===== config.mk =====
export PLATFORM = sky130hd
export DESIGN_NAME = nabu_ce_gen
export DESIGN_NICKNAME = d
export VERILOG_FILES = /design/src/rtl/nabu_ce_gen.sv
export SDC_FILE = /design/constraint.sdc
export NUM_CORES = 1
export LEC_CHECK = 0
export ABC_AREA = 1
export CAP_MARGIN = 25
export CORE_UTILIZATION = 35
export CTS_CLUSTER_DIAMETER = 100
export DETAILED_ROUTE_END_ITERATION = 7
export GPL_ROUTABILITY_DRIVEN = 0
export SLEW_MARGIN = 20
export SYNTH_ARGS = -nofsm -noshare
export SYNTH_HDL_FRONTEND = slang
export SYNTH_SLANG_ARGS = --single-unit
export TNS_END_PERCENT = 1

===== constraint.sdc =====
create_clock -name clk_sys -period 2.7 [get_ports clk_sys]
set_input_delay 0.54 -clock clk_sys [delete_from_list [all_inputs] [get_ports clk_sys]]
set_output_delay 0.54 -clock clk_sys [all_outputs]
set_load 0.1 [all_outputs]

===== src/rtl/nabu_ce_gen.sv =====
// Multi-channel fractional clock-enable generator: per-channel phase accumulators
// emitting paired positive/negative-phase one-cycle enables with boundary-aligned rate changes.
module nabu_ce_gen #(
    parameter int CHANNELS = 4,
    parameter int ACC_W = 16,
    parameter logic [CHANNELS*ACC_W-1:0] INIT_INC = {4{16'h0800}}
) (
    input  logic                      clk_sys,
    input  logic                      reset_n,
    input  logic [CHANNELS*ACC_W-1:0] inc_in,
    input  logic [CHANNELS-1:0]       inc_load,
    input  logic [CHANNELS-1:0]       en,
    input  logic [CHANNELS-1:0]       hold,
    input  logic                      sync,
    output logic [CHANNELS-1:0]       ce_p,
    output logic [CHANNELS-1:0]       ce_n,
    output logic [CHANNELS-1:0]       pending
);

    localparam logic [ACC_W-1:0] INC_MAX = {1'b1, {(ACC_W-1){1'b0}}};

    // Limiting the increment to half scale keeps ce_p and ce_n from ever coinciding.
    function automatic logic [ACC_W-1:0] clamp_inc(input logic [ACC_W-1:0] v);
        if (v > INC_MAX) begin
            clamp_inc = INC_MAX;
        end else begin
            clamp_inc = v;
        end
    endfunction

    logic [CHANNELS-1:0][ACC_W-1:0] acc_q, acc_d;
    logic [CHANNELS-1:0][ACC_W-1:0] inc_act_q, inc_act_d;
    logic [CHANNELS-1:0][ACC_W-1:0] inc_sh_q, inc_sh_d;
    logic [CHANNELS-1:0]            pend_q, pend_d;
    logic [CHANNELS-1:0]            ce_p_q, ce_p_d;
    logic [CHANNELS-1:0]            ce_n_q, ce_n_d;

    logic [CHANNELS-1:0][ACC_W:0]   sum_s;
    logic [CHANNELS-1:0]            step_s;
    logic [CHANNELS-1:0]            fire_s;
    logic [CHANNELS-1:0]            apply_s;

    for (genvar g = 0; g < CHANNELS; g++) begin : g_ch
        assign sum_s[g]   = {1'b0, acc_q[g]} + {1'b0, inc_act_q[g]};
        assign step_s[g]  = en[g] & ~hold[g] & ~sync;
        assign fire_s[g]  = step_s[g] & sum_s[g][ACC_W];
        // The shadow is only taken at a period boundary or when the channel is idle.
        assign apply_s[g] = pend_q[g] & (sync | ~en[g] | (inc_act_q[g] == {ACC_W{1'b0}}) | fire_s[g]);
    end

    // Next-state logic for accumulators, increments and enable pulses.
    always_comb begin
        acc_d     = acc_q;
        inc_act_d = inc_act_q;
        inc_sh_d  = inc_sh_q;
        pend_d    = pend_q;
        ce_p_d    = {CHANNELS{1'b0}};
        ce_n_d    = {CHANNELS{1'b0}};
        for (int c = 0; c < CHANNELS; c++) begin
            if (sync) begin
                acc_d[c] = {ACC_W{1'b0}};
            end else if (step_s[c]) begin
                acc_d[c]  = sum_s[c][ACC_W-1:0];
                ce_p_d[c] = sum_s[c][ACC_W];
                ce_n_d[c] = ~acc_q[c][ACC_W-1] & sum_s[c][ACC_W-1] & ~sum_s[c][ACC_W];
            end else begin
                acc_d[c] = acc_q[c];
            end

            if (apply_s[c]) begin
                inc_act_d[c] = inc_sh_q[c];
                pend_d[c]    = 1'b0;
            end else begin
                inc_act_d[c] = inc_act_q[c];
            end

            // A load on the apply edge re-arms the shadow with the new value.
            if (inc_load[c]) begin
                inc_sh_d[c] = clamp_inc(inc_in[c*ACC_W +: ACC_W]);
                pend_d[c]   = 1'b1;
            end else begin
                inc_sh_d[c] = inc_sh_q[c];
            end
        end
    end

    // State and output registers.
    always_ff @(posedge clk_sys or negedge reset_n) begin
        if (!reset_n) begin
            for (int c = 0; c < CHANNELS; c++) begin
                acc_q[c]     <= {ACC_W{1'b0}};
                inc_act_q[c] <= clamp_inc(INIT_INC[c*ACC_W +: ACC_W]);
                inc_sh_q[c]  <= {ACC_W{1'b0}};
            end
            pend_q <= {CHANNELS{1'b0}};
            ce_p_q <= {CHANNELS{1'b0}};
            ce_n_q <= {CHANNELS{1'b0}};
        end else begin
            acc_q     <= acc_d;
            inc_act_q <= inc_act_d;
            inc_sh_q  <= inc_sh_d;
            pend_q    <= pend_d;
            ce_p_q    <= ce_p_d;
            ce_n_q    <= ce_n_d;
        end
    end

    assign ce_p    = ce_p_q;
    assign ce_n    = ce_n_q;
    assign pending = pend_q;

endmodule


== Yosys cells after proc, flatten, opt, wreduce, memory -nomap -nowiden ==
Cells that the tools add are included.
Widths: inputs -> output; s select.
Word-level totals
  word-level logic and storage cells: 127
  bits of input ports: 79
  output and inout port bits: 12
  register bits after elaboration: 204
Operators by class
  order comparisons: 4
  muxes and demuxes: 36
  bitwise operators: 53
  reductions and logical operators: 12
  $add $sub $neg: 4
Operators with widths (number)
  $mux 16: 12
  $add 16x16->17: 4
  $gt 16x16->1 const B: 4
  $logic_not 16->1: 4
  $and 1x1->1: 24
  $mux 1: 24
  $not 1->1: 17
  $reduce_bool 2->1: 8
  $or 1x1->1: 12

== Longest topological paths before layout ==
  depth in word-level cells: 8
  mapped depth: 14
  mapped depth without buffers: 13

== Worst setup path before layout ==
No wires, ideal clock.
  path kind: flip-flop to flip-flop
  from: register acc_q[16] (netlist name)
  to: register inc_act_q[20] (netlist name)
  path buffers: 1
  stages on the path, launching flop included: 14
  arrival time: 1810 ps
  period minus slack after synthesis: 1926 ps
  slack: 774 ps
  cells stage by stage: dfrtp_1 ha_1 fa_1 nand2_1 nand2_1 nand3_1 nand2_2 nand2_2 nand2_4 nand2_4 nand2_8 buf_6 nand3_1 nand2_2
Between the ends
  cells in the longest elaborated chain, start to end: 4
RTL lines
  start, declared: RTL line 31  | logic [CHANNELS-1:0][ACC_W-1:0] acc_q, acc_d;
  start signal, assigned by index: RTL line 91  | acc_q[c] <= {ACC_W{1'b0}};
  $add 16x16->17: RTL line 44  | assign sum_s[g] = {1'b0, acc_q[g]} + {1'b0, inc_act_q[g]};
  $and 1x1->1: RTL line 46  | assign fire_s[g] = step_s[g] & sum_s[g][ACC_W];
  $or 1x1->1: RTL line 48  | assign apply_s[g] = pend_q[g] & (sync | ~en[g] | (inc_act_q[g] == {ACC_W{1'b0}}) | fire_s[g]);
  $and 1x1->1: RTL line 48
  end signal, assigned by index: RTL line 92  | inc_act_q[c] <= clamp_inc(INIT_INC[c*ACC_W +: ACC_W]);
  end signal, assigned: RTL line 100  | inc_act_q <= inc_act_d;
  end, declared: RTL line 32  | logic [CHANNELS-1:0][ACC_W-1:0] inc_act_q, inc_act_d;
No other way between the ends.
A chain may end at the register's enable or synchronous reset.

== Worst setup path after layout ==
  from: register inc_act_q[32] (netlist name)
  to: register inc_act_q[35] (netlist name)
Between the ends
  cells in the longest elaborated chain, start to end: 4
RTL lines (RTL line)
  $add 16x16->17 / $logic_not 16->1 (equally long branches): 44, 48
  $and 1x1->1 / $or 1x1->1 (equally long branches): 46, 48
  $or 1x1->1 (*): 48
  $and 1x1->1 (*): 48
Every way passes the cells marked *; elsewhere a longest branch is shown, timed or not.

==> qor.csv <==
stage,metric,value,unit
run_status,outcome,finished clean,
clocking,clockBufferDepth,3,
yosys,yosysTopAreaCell,dfrtp_1,
timing,max_clock_freq,445,MHz
timing,maxSlewHeadroom,51.2,%
placed_design,placed_area,13300,um^2
power,power_frac_clock,39.5,%
routing,firstDrtPassIters,5,
power,power_switching,2.38,mW
yosys,netlist_area,11900,um^2
critical_path,crit_chain,ha_1 -> fa_1 -> nand2_1 -> nand2_1 -> nand3_1 -> nand2_2 -> nand2_2 -> nand2_2 -> nand2_4 -> nand2_8 -> nand2_4 -> nand2_1 -> nand2_1,
floorplan,die_w,187,um
routing,vias_per_cell,4.76,
timing,hold_viol,0,
yosys,synth_ff_type,dfrtp_1,
floorplan,ioPinCount,91,
yosys,ys_ff_latch,204,
timing,tns,0,ns
clocking,cts_setup_buffers,0,
critical_path,end_kind,flop,
yosys,syn_nets,1685,
timing,rsz0062_at_grt,false,
yosys,postSynth.asyncResetShare,100,%
placed_design,dp.cells,2054,
finish,drive_gt1_share,11.7,%
routing,avgRoutedWirePerCell,13.0,um
critical_path,crit_arrival,2.71,ns
power,p_sw_share,28.7,%
critical_path,crit_buf_inv,0,
routing,antenna_left,0,
timing,finalCritPeriodShare,83.2,%
yosys,synth_area_leaders,"dfrtp_1 42%, nand2_1 17%, nand3_1 7.0%",
clocking,clk_pin_slew_worst_paths,0.06,ns
timing,setup_violations,0,
floorplan,die_area,34800,um^2
clocking,cts_tree,yes,
critical_path,critPathMaxFanout,17,
clocking,clock_latency,0.53,ns
timing,skew,0.0244,ns
critical_path,critPathTopFamily,simple AND/OR/NAND/NOR gates,
power,pwr-share-seq,43.0,%
timing,slew_viol_final,0,
finish,instances_no_fill,2096,
finish,final_area,14100,um^2
finish,fillers,3407,
clocking,htreeDepth,1,
timing,tightestPinTransition,0.725,ns
routing,met2_length,12200,um
routing,drt-met1-wl,13600,um
critical_path,cp_slowest_stage_delay,0.40,ns
placed_design,port_buffers,90,
yosys,synth_edf_count,0,
clocking,post_cts_resized,0,
finish,antenna_cells,0,
yosys,yosys.cell_types.count,36,
clocking,ctsRootBufferMaster,clkbuf_16,
grt,antenna_found_initial,0,
critical_path,critPathKind,flop to flop,
job,maxCapViolCount,0,
yosys,avgSynthCellArea,7.75,um^2
floorplan,die_y,187,um
grt,grt-ovfl-total,0,
clocking,clock_sinks,204,
grt,grt_pass1_wl,47400,um
floorplan,start_util,35.5,%
power,p_int,5.91,mW
critical_path,worst_path_most_repeated_cell,nand2_1,
finish,area_delta_synth_final,18.2,%
finish,layout.nets,1779,
grt,grt_usage,16.0,%
floorplan,core.rowCount,67,
yosys,yosys_warnings,0,
routing,wl_met3,847,um
grt,first_global_vias,10100,
power,pwr-share-comb,17.5,%
floorplan,coreArea,33500,um^2
grt,grt_max_degree,58,
power,peakVddDrop,0.434,mV
yosys,synth.yosys.seq_area_share,42.9,%
routing,top_layer,met4,
worst_hold_path,min_path_type,primary input to asynchronous set/reset pin,
routing,drcViolationCount,0,
yosys,synthCells,1538,
yosys,synthTopCellsByCount,"534 x nand2_1, 200 x dfrtp_1, 166 x nand3_1, 114 x nor2_1, 86 x inv_1",
routing,first_iter_violations,373,
power,leakage,7.53,nW
clocking,cts_buffers,24,
yosys,synth.most_common_cell,nand2_1,
critical_path,slowest_stage,dfrtp_1,
routing,routed_wl,27200,um
critical_path,crit_required,3.17,ns
routing,vias,9967,
clocking,hold_buffers,0,
power,power_density,588,nW/um^2
timing,final.min_clock_period,2.25,ns
critical_path,crit_path_start_kind,flop,
placed_design,dp_hpwl,20400,um
yosys,synth_top_area_share,42.0,%
[power by group through the flow]
stage / clock [mW] / sequential, mW / combinational (mW)
4_1_cts: 3.37 / 3.57 / 1.47
6_report: 3.27 / 3.57 / 1.45
2_1_floorplan: 0 / 3.60 / 0.995
3_5_place_dp: 0 / 3.62 / 1.47
3_3_place_gp: 0 / 3.62 / 1.44
5_1_grt: 3.48 / 3.60 / 1.66
[final cells by class]
type | count | area [um^2] | area share (%)
well taps | 448 | 561 | 3.98
inverters | 99 | 372 | 2.64
clock buffers | 35 | 712 | 5.05
clock inverters | 7 | 98.8 | 0.702
multi-input cells | 1196 | 6200 | 44.0
repair buffers | 107 | 1040 | 7.38
flip-flops and latches | 204 | 5110 | 36.3
[sequential cells by signal, summed over array words and instances (netlist names)]
name / flops
pending: 4
inc_sh_q: 64
inc_act_q: 64
ce_p: 4
ce_n: 4
acc_q: 64
[metrics by stage]
step | power (mW) | worst slack [ns] | hold WS [ns] | utilization, %
floorplan | 4.60 | 0.774 | 0.244 | -
global placement | 5.06 | 0.139 | 0.466 | 39.6
detailed placement | 5.09 | 0.221 | 0.469 | 39.6
CTS | 8.42 | 0.443 | 0.00484 | 42.0
global route | 8.74 | 0.261 | 0.0325 | 42.0
finish | 8.29 | 0.455 | 0.00794 | 42.0
[final timing paths]
check                               from       endpoint  slack, ns  depth (start not counted)
setup reg to reg           inc_act_q[32]  inc_act_q[35]       0.45                         13
setup / recovery           inc_act_q[32]  inc_act_q[35]       0.45                         13
max in group asynchronous        reset_n  inc_act_q[27]       1.96                          2
hold reg to reg            inc_act_q[11]  inc_act_q[11]       0.48                          2
hold / removal                   reset_n   inc_sh_q[62]      0.008                          1
min in group clk_sys       inc_act_q[11]  inc_act_q[11]       0.48                          2
[routing by layer]
layer,vias to the layer above,track usage [%]
met3,33,2.41
li1,5219,-
met1,4578,22.1
met5,-,0
met4,0,4.07
met2,137,26.3
[cell families after synthesis]
| logic type | synth area share (%) |
|---|---|
| AOI/OAI and AO/OA | 6.18 |
| DFF | 42.9 |
| adders and majority gates | 7.39 |
| and+or+nand+nor | 38.4 |
| buffers and inverters | 5.11 |
[cells in the final DEF (no fill, tap or decap), types with 9 or more instances in the layout]
cell and n:
nand2_1 534, nand4_1 14, or2_2 16, inv_2 9
clkdlybuf4s50_1 77, nand3_1 166, and2_1 12, a21oi_1 70
inv_1 86, ha_1 64, nor4_1 10, nand3b_1 24
clkbuf_16 24, nor2_1 114, a22o_1 13, dfrtp_1 200
nand2_2 76, o21ai_0 31, buf_4 26, nor3_1 12
(Power assumes the default switching activity.)
